<file path="src/rtl/dmem_arb_pkg.sv">
`default_nettype none
// ==========================================================================
// dmem_arb_pkg : shared FSM type and lock-counter width for dmem_arbiter
// Rev 1.0
// ==========================================================================
package dmem_arb_pkg;

  localparam int LOCK_CNT_W = 4;

  typedef enum logic [0:0] {
    ST_ARB    = 1'b0,
    ST_LOCKED = 1'b1
  } arb_state_t;

endpackage
`default_nettype wire

</file>
<file path="src/rtl/dmem_arb_pick.sv">
`default_nettype none
// ==========================================================================
// dmem_arb_pick : one-hot winner among requests, search starting at ptr
// Rev 1.0
// ==========================================================================
module dmem_arb_pick
  import dmem_arb_pkg::*;
#(
  parameter int NUM_REQ = 2
) (
  input  logic [NUM_REQ-1:0] req,
  input  logic [1:0]         ptr,
  output logic [NUM_REQ-1:0] gnt
);

  logic found;

  // Step i of the search visits requester (ptr + i) mod NUM_REQ.
  always_comb begin
    gnt   = '0;
    found = 1'b0;
    for (int i = 0; i < NUM_REQ; i++) begin
      for (int j = 0; j < NUM_REQ; j++) begin
        if (!found && req[j] && (((int'(ptr) + i) % NUM_REQ) == j)) begin
          gnt[j] = 1'b1;
          found  = 1'b1;
        end
      end
    end
  end

endmodule
`default_nettype wire

</file>
<file path="src/rtl/dmem_arbiter.sv">
`default_nettype none
// ==========================================================================
// dmem_arbiter : N-way data-memory arbiter with bounded grant locking.
// Define DMEM_ARB_ROUND_ROBIN_EN for round-robin, else fixed priority. Rev 1.0
// ==========================================================================
module dmem_arbiter
  import dmem_arb_pkg::*;
#(
  parameter int NUM_REQ  = 2,
  parameter int MAX_LOCK = 4
) (
  input  logic                    clk,
  input  logic                    rst,
  input  logic [NUM_REQ-1:0]      req_i,
  input  logic [NUM_REQ-1:0]      we_i,
  input  logic [NUM_REQ-1:0]      lock_i,
  input  logic [NUM_REQ-1:0][31:0] addr_i,
  input  logic [NUM_REQ-1:0][31:0] wdata_i,
  output logic [NUM_REQ-1:0]      gnt_o,
  output logic                    rvalid_o,
  output logic [1:0]              rid_o,
  output logic [31:0]             rdata_o,
  output logic                    mem_we,
  output logic [31:0]             mem_a,
  output logic [31:0]             mem_wd,
  input  logic [31:0]             mem_rd
);

  localparam logic [LOCK_CNT_W-1:0] c_lock_max = LOCK_CNT_W'(MAX_LOCK);

  arb_state_t              r_state;
  logic [NUM_REQ-1:0]      r_owner_oh;
  logic [LOCK_CNT_W-1:0]   r_lock_cnt;
  logic                    r_excl;
  logic [31:0]             r_last_a;

  logic [1:0]              w_ptr;
  logic [NUM_REQ-1:0]      w_others;
  logic [NUM_REQ-1:0]      w_arb_req;
  logic [NUM_REQ-1:0]      w_pick;
  logic [NUM_REQ-1:0]      w_gnt;
  logic [1:0]              w_idx;
  logic [31:0]             w_addr;
  logic [31:0]             w_wdata;
  logic                    w_any;
  logic                    w_lock_win;
  logic                    w_own_req;
  logic                    w_own_lock;
  logic [LOCK_CNT_W-1:0]   w_cnt_inc;

  // After a forced release the old owner sits out one round if anyone else waits.
  assign w_others  = req_i & ~r_owner_oh;
  assign w_arb_req = (r_excl && (|w_others)) ? w_others : req_i;

  dmem_arb_pick #(
    .NUM_REQ (NUM_REQ)
  ) u_pick (
    .req (w_arb_req),
    .ptr (w_ptr),
    .gnt (w_pick)
  );

  always_comb begin
    w_gnt = '0;
    if (!rst) begin
      if (r_state == ST_ARB) w_gnt = w_pick;
      else                   w_gnt = req_i & r_owner_oh;
    end
  end

  always_comb begin
    w_idx   = '0;
    w_addr  = '0;
    w_wdata = '0;
    for (int k = 0; k < NUM_REQ; k++) begin
      if (w_gnt[k]) begin
        w_idx   = 2'(k);
        w_addr  = addr_i[k];
        w_wdata = wdata_i[k];
      end
    end
  end

  assign w_any      = |w_gnt;
  assign w_lock_win = |(lock_i & w_gnt);
  assign w_own_req  = |(req_i & r_owner_oh);
  assign w_own_lock = |(lock_i & r_owner_oh);
  assign w_cnt_inc  = (r_lock_cnt == '1) ? r_lock_cnt : r_lock_cnt + 1'b1;

  assign gnt_o  = w_gnt;
  assign mem_we = |(we_i & w_gnt);
  assign mem_a  = w_any ? w_addr : r_last_a;
  assign mem_wd = w_wdata;

`ifdef DMEM_ARB_ROUND_ROBIN_EN
  localparam logic [1:0] c_last = 2'(NUM_REQ - 1);
  logic [1:0] r_ptr;

  always_ff @(posedge clk) begin
    if (rst) begin
      r_ptr <= '0;
    end else if (r_state == ST_ARB && w_any) begin
      r_ptr <= (w_idx == c_last) ? 2'd0 : w_idx + 2'd1;
    end
  end

  assign w_ptr = r_ptr;
`else
  assign w_ptr = 2'd0;
`endif

  always_ff @(posedge clk) begin
    if (rst) begin
      r_state    <= ST_ARB;
      r_owner_oh <= '0;
      r_lock_cnt <= '0;
      r_excl     <= 1'b0;
      r_last_a   <= '0;
      rvalid_o   <= 1'b0;
      rid_o      <= '0;
      rdata_o    <= '0;
    end else begin
      r_excl   <= 1'b0;
      rvalid_o <= w_any & ~mem_we;
      if (w_any) r_last_a <= w_addr;
      if (w_any && !mem_we) begin
        rdata_o <= mem_rd;
        rid_o   <= w_idx;
      end
      case (r_state)
        ST_ARB: begin
          if (w_any) begin
            r_owner_oh <= w_gnt;
            if (w_lock_win) begin
              r_state    <= ST_LOCKED;
              r_lock_cnt <= '0;
            end
          end
        end
        ST_LOCKED: begin
          if (!w_own_req || !w_own_lock) begin
            r_state <= ST_ARB;
          end else begin
            r_lock_cnt <= w_cnt_inc;
            if (w_cnt_inc >= c_lock_max) begin
              r_state <= ST_ARB;
              r_excl  <= 1'b1;
            end
          end
        end
        default: r_state <= ST_ARB;
      endcase
    end
  end

endmodule
`default_nettype wire
</file>
<file path="config.mk">
export PLATFORM = sky130hd
export DESIGN_NAME = dmem_arbiter
export DESIGN_NICKNAME = d
export VERILOG_FILES = /design/src/rtl/dmem_arb_pkg.sv /design/src/rtl/dmem_arb_pick.sv /design/src/rtl/dmem_arbiter.sv
export SDC_FILE = /design/constraint.sdc
export NUM_CORES = 1
export LEC_CHECK = 0
export ABC_AREA = 1
export CAP_MARGIN = 40
export CORE_ASPECT_RATIO = 2
export CORE_MARGIN = 10
export CORE_UTILIZATION = 38
export CTS_CLUSTER_SIZE = 28
export DETAILED_ROUTE_END_ITERATION = 8
export PLACE_DENSITY_LB_ADDON = 0.2
export SLEW_MARGIN = 15
export SYNTH_ARGS = -nofsm -noshare
export SYNTH_HDL_FRONTEND = slang
export SYNTH_SLANG_ARGS = --single-unit
</file>
<file path="constraint.sdc">
create_clock -name clk -period 4.55 [get_ports clk]
set_input_delay 0.455 -clock clk [delete_from_list [all_inputs] [get_ports clk]]
set_output_delay 0.455 -clock clk [all_outputs]
set_load 0.005 [all_outputs]
</file>
==> results.json, run 1 <==
{
  "ys_ff_latch": 74,
  "min_from": "rid_o[0]",
  "layout-drive-gt1-share": 0.0642,
  "place_congestion": 0.893,
  "die_h_um": 162,
  "h-tree-depth": 3,
  "yosys-top-cells-area": "dfxtp_1, nand2_1, nand3_1",
  "placed_area_um2": 6470,
  "setup_slack_ns": 0.998,
  "power_uw": 2070,
  "slew_viol_final": 0,
  "rr_endpoint": "rdata_o[24]",
  "grt.overflow.total": 0,
  "viasPerCell": 4.87,
  "antenna_found_initial": 1,
  "initial_core_util": 0.391,
  "grt_pass1_vias": 4697,
  "nNetsFinal": 989,
  "syn_nets": 745,
  "cts.path.max_buffers": 2,
  "cp_max_fo": 37,
  "first_pass_iters": 5,
  "routed_wl_mm": 16.6,
  "crit_path_end_kind": "primary output",
  "cts_sinks": 74,
  "critPathKind": "in -> out",
  "grt_setup_unrepaired": "no",
  "clkTransAtPathRegs_ns": 0.06,
  "cts_resized": 0,
  "hold_viol": 0,
  "syn_area_um2": 3810,
  "synthArstFlopShare": 0,
  "required_ns": 4.09,
  "area_growth_pct": 77.1,
  "drc": 0,
  "cts_tree": "built",
  "whs_endpoint": "rid_o[0]",
  "fp.dieW_um": 90.8,
  "vias": 4664,
  "grt_pass1_wl_mm": 25.4,
  "dp_hpwl_mm": 13.2,
  "clockRootBuffer": "clkbuf_16",
  "rr_worst_depth": 13,
  "hp-class": "reg -> reg",
  "ant_nets": 0,
  "avgSynthCellArea_um2": 6.62,
  "leakage_uw": 0.00309,
  "cts-hold-fix-buffers": 0,
  "max_freq_mhz": 281,
  "fin_crit_sh": 0.781,
  "clock_latency_ns": 0.33,
  "io_pins": 270,
  "tightest_slew_ns": 0.626,
  "synth_top_area_frac": 0.388,
  "critPathArrivalTime_ns": 3.10,
  "wl_per_cell_um": 17.3,
  "synth_edf_count": 0,
  "tns_ns": 0,
  "fin_hold_ws_ns": 0.473,
  "synth_cells": 576,
  "ir_worst_vdd_uv": 251,
  "synth_area_leader_cell": "dfxtp_1",
  "hold_path_depth": 2,
  "yosysSeqAreaShare": 0.388,
  "startpoint_type": "primary input",
  "post-place-ws_ns": 1.00,
  "drt_iter0_markers": 238,
  "grt_use_total": 0.214,
  "yosysUniqueCellTypes": 25,
  "synth_ff_type": "dfxtp_1",
  "skew_ns": 0.00630,
  "core_area_um2": 9760,
  "reg2reg_from": "r_owner_oh[0]",
  "pwr_density_cell_nw_per_um2": 307,
  "fp-row-count": 51,
  "maxCapViolCount": 0,
  "outcome": "complete, no violations",
  "postLayoutCellArea_um2": 6750,
  "post_cts_buffers": 0,
  "dieArea_um2": 14700,
  "r2r_slack_ns": 2.16,
  "finalSetupViolations": 0,
  "yosysWarnings": 0,
  "cts_made_buffers": 9,
  "final.min_clock_period_ns": 3.55,
  "numPortBuffers": 268,
  "slew_headroom": 0.583,
  "grt_max_degree": 63
}
cell usage after synthesis, types with 2 or more instances:
master      n
nor2_1     69
nor3_1      2
o21ai_0    34
clkbuf_2    3
nand3_1    84
nand3_2    21
clkbuf_1    6
buf_4      15
inv_2       5
buf_6       4
nand2_2     4
a21oi_1    10
inv_1      39
dfxtp_1    74
nand2_1   187
buf_2      10
layout make-up:
class	instances	area, µm²
well taps	132	165
diodes	1	2.50
multi-input cells	418	1910
fillers	860	3010
clock inverters	7	57.6
inverters	45	171
repair buffers	272	2740
clock buffers	9	225
flip-flops and latches	74	1480
cells by family after synthesis:
logic type | share of synthesized area
AND/OR/NAND/NOR | 0.433
buffers and inverters | 0.110
flip-flops | 0.388
AO/OA/AOI/OAI | 0.0620
XOR/XNOR | 0.00230
adder cells (fa/ha/maj) | 0.00328
other | 0.000983
cells in the final DEF (no fill, tap or decap), types with 2 or more instances in the layout:
master           Yosys  layout
o21ai_0             34      34
inv_1               39      38
buf_12               0       2
a21oi_1             10      10
nor3_1               2       2
buf_4               15       2
nand2_2              4       4
clkinvlp_4           0       2
nand3_2             21      21
nand3_1             84      84
nor2_1              69      69
dfxtp_1             74      74
inv_6                0       3
nand2_1            187     187
clkdlybuf4s50_1      0     268
inv_2                5       6
clkbuf_16            0       9
state kept, by name (all words and copies together) (netlist names):
register and cells:
rdata_o 32, rid_o 1, r_lock_cnt 4, r_owner_oh 2, r_last_a 32, r_excl 1, r_state 1, rvalid_o 1
metrics by stage:
stage	utilization	cells
after detailed placement	0.662	941
after floorplan	-	576
final	0.692	958
after global routing	0.692	958
after CTS	0.691	957
after global placement	0.662	941
per-layer routing:
| layer | share of wire | track usage |
|---|---|---|
| met3 | 0.083 | 0.0642 |
| met5 | 0 | 0 |
| met4 | 0.019 | 0.0752 |
| met2 | 0.55 | 0.408 |
| met1 | 0.35 | 0.212 |
worst max-delay path, cell delays in order:
cell	delay [ns]
clkdlybuf4s50_1	0.60
inv_2	0.38
nand3_2	0.15
inv_2	0.43
buf_12	0.27
nand3_1	0.11
nand3_2	0.13
clkdlybuf4s50_1	0.55
worst max path at each step:
stage	startpoint	end	slack (ns)	depth (start not counted)
4_1_cts	rst	mem_a[13]	1.0	8
2_1_floorplan	req_i[0]	mem_wd[22]	2.64	12
6_report	rst	mem_a[0]	1.0	8
3_3_place_gp	rst	mem_a[13]	1.02	8
3_5_place_dp	rst	mem_a[13]	1.00	8
5_1_grt	rst	mem_a[30]	0.80	8
report_power, final:
part	switching (µW)	total (µW)	internal, µW
Combinational	280	662	382
Sequential	28.1	741	713
Clock	293	670	377
Total	600	2070	1470
Power figures use the tool's default switching activity.
==> inputs of run 2 (changes only) <==
CORE_UTILIZATION = 35   (was 38)
clock period = 3.3 ns   (was 4.55 ns; I/O delays follow)
==> run 2 against run 1 <==
  * Critical endpoint is now mem_a[28]
  * Sequential cell count unchanged
  * Non-clock buffer count increased by 6
  * Clock-buffer cell count unchanged
  * Register-to-register slack got worse by 1.1 ns
  * First-iteration DRC count decreased by 1.3%
  * Total power increased by 42%
  * Die area increased by 7.1%
==> results.json, run 2 (synthesized netlist as in run 1, its figures left out) <==
{
  "outcome": "complete, no violations",
  "rr_worst_depth": 14,
  "vias": 4661,
  "layout-drive-gt1-share": 0.0710,
  "leakage_uw": 0.00315,
  "tns_ns": 0,
  "grt_pass1_wl_mm": 25.8,
  "max_freq_mhz": 335,
  "placed_cells": 952,
  "grt_use_total": 0.207,
  "drc": 0,
  "hold_viol": 0,
  "fp-row-count": 53,
  "nNetsFinal": 995,
  "post-place-ws_ns": 0.295,
  "skew_ns": 0.00924,
  "cts.path.max_buffers": 2,
  "critPathArrivalTime_ns": 2.66,
  "dp_hpwl_mm": 13.6,
  "drt_iter0_markers": 235,
  "post_cts_buffers": 0,
  "grt_max_degree": 44,
  "die_h_um": 168,
  "wl_per_cell_um": 17.3,
  "ant_nets": 0,
  "hp-class": "reg -> reg",
  "pwr_density_cell_nw_per_um2": 428,
  "cts-hold-fix-buffers": 0,
  "fin_hold_ws_ns": 0.470,
  "final_common_cell": "clkdlybuf4s50_1",
  "critPathKind": "in -> out",
  "place_congestion": 0.917,
  "viasPerCell": 4.81,
  "initial_core_util": 0.359,
  "hold_path_depth": 2,
  "reg2reg_from": "r_owner_oh[0]",
  "cts_resized": 0,
  "min_from": "rid_o[0]",
  "routed_wl_mm": 16.8,
  "numPortBuffers": 268,
  "whs_endpoint": "rid_o[0]",
  "dieArea_um2": 15700,
  "h-tree-depth": 3,
  "cts_sinks": 74,
  "area_growth_pct": 79.9,
  "grt.overflow.total": 0,
  "antenna_found_initial": 1,
  "grt_setup_unrepaired": "no",
  "fp.dieW_um": 93.8,
  "r2r_slack_ns": 1.11,
  "rr_endpoint": "rdata_o[24]",
  "cts_made_buffers": 9,
  "slew_viol_final": 0,
  "top_regs": "r_last_a (32), rdata_o (32), r_lock_cnt (4)",
  "clockRootBuffer": "clkbuf_16",
  "required_ns": 2.97,
  "io_pins": 270,
  "maxCapViolCount": 0,
  "cp_max_fo": 24,
  "grt_pass1_vias": 4655,
  "startpoint_type": "primary input",
  "final.min_clock_period_ns": 2.99,
  "ir_worst_vdd_uv": 357,
  "final_cells": 969,
  "core_area_um2": 10600,
  "setup_slack_ns": 0.314,
  "finalSetupViolations": 0,
  "fin_crit_sh": 0.905,
  "clkTransAtPathRegs_ns": 0.06,
  "num-fill-cells": 966,
  "cts_tree": "built",
  "clock_latency_ns": 0.33,
  "crit_start": "req_i[0]",
  "crit_path_end_kind": "primary output",
  "first_pass_iters": 8,
  "final_cell_mix": "clkdlybuf4s50_1, nand2_1, nand3_1, dfxtp_1, nor2_1"
}
==> run 2: worst max-delay path by stage <==
stage,endpoint,slack [ns],cells after the start
finish,mem_a[28],0.31,13
global route,mem_a[5],0.1,13
CTS,mem_a[28],0.29,13
detailed placement,mem_a[28],0.30,13
global placement,mem_a[21],0.36,13
floorplan,mem_wd[22],1.59,10
==> run 2: routing by layer <==
layer,track usage,vias to the layer above,wire (µm)
li1,-,2318,-
met1,0.205,2087,5870
met2,0.367,218,8630
met3,0.0739,38,1650
met4,0.0963,0,643
met5,0,-,0
==> run 2: layout make-up <==
type                            count  area [µm²]  area share
Tap cell                          137         171      0.0250
Clock buffer                        9         225      0.0328
Timing Repair Buffer              278        2820       0.411
Clock inverter                      7        77.6      0.0113
Multi-Input combinational cell    418        1910       0.279
Sequential cell                    74        1480       0.216
Inverter                           45         171      0.0250
Antenna cell                        1        2.50    0.000365
==> run 2: worst max-delay path: stages <==
cell	delay [ns]
clkdlybuf4s50_1	0.53
nand2_1	0.08
nand2_1	0.07
nand2_1	0.05
nand2_1	0.07
nand3_1	0.11
nand2_2	0.10
nand2_2	0.08
inv_2	0.30
buf_12	0.22
nand2_1	0.08
nand3_2	0.08
clkdlybuf4s50_1	0.54
==> run 2: per-stage QoR <==
stage | instance area (µm²) | total power (µW) | util
after floorplan | 3810 | 1400 | -
after global placement | 6560 | 1960 | 0.618
after detailed placement | 6560 | 1980 | 0.618
after CTS | 6860 | 2970 | 0.646
after global routing | 6860 | 3090 | 0.647
final | 6860 | 2930 | 0.647
==> run 2: report_power, final <==
| group | internal (µW) | switching (µW) |
|---|---|---|
| logic | 543 | 387 |
| clock network | 593 | 389 |
| registers | 983 | 38.9 |
==> inputs of run 3 (changes only) <==
CTS_CLUSTER_DIAMETER = 200   (was unset)
==> results of run 3 <==
Final layout, timing and power as in run 2 (identical DEF).
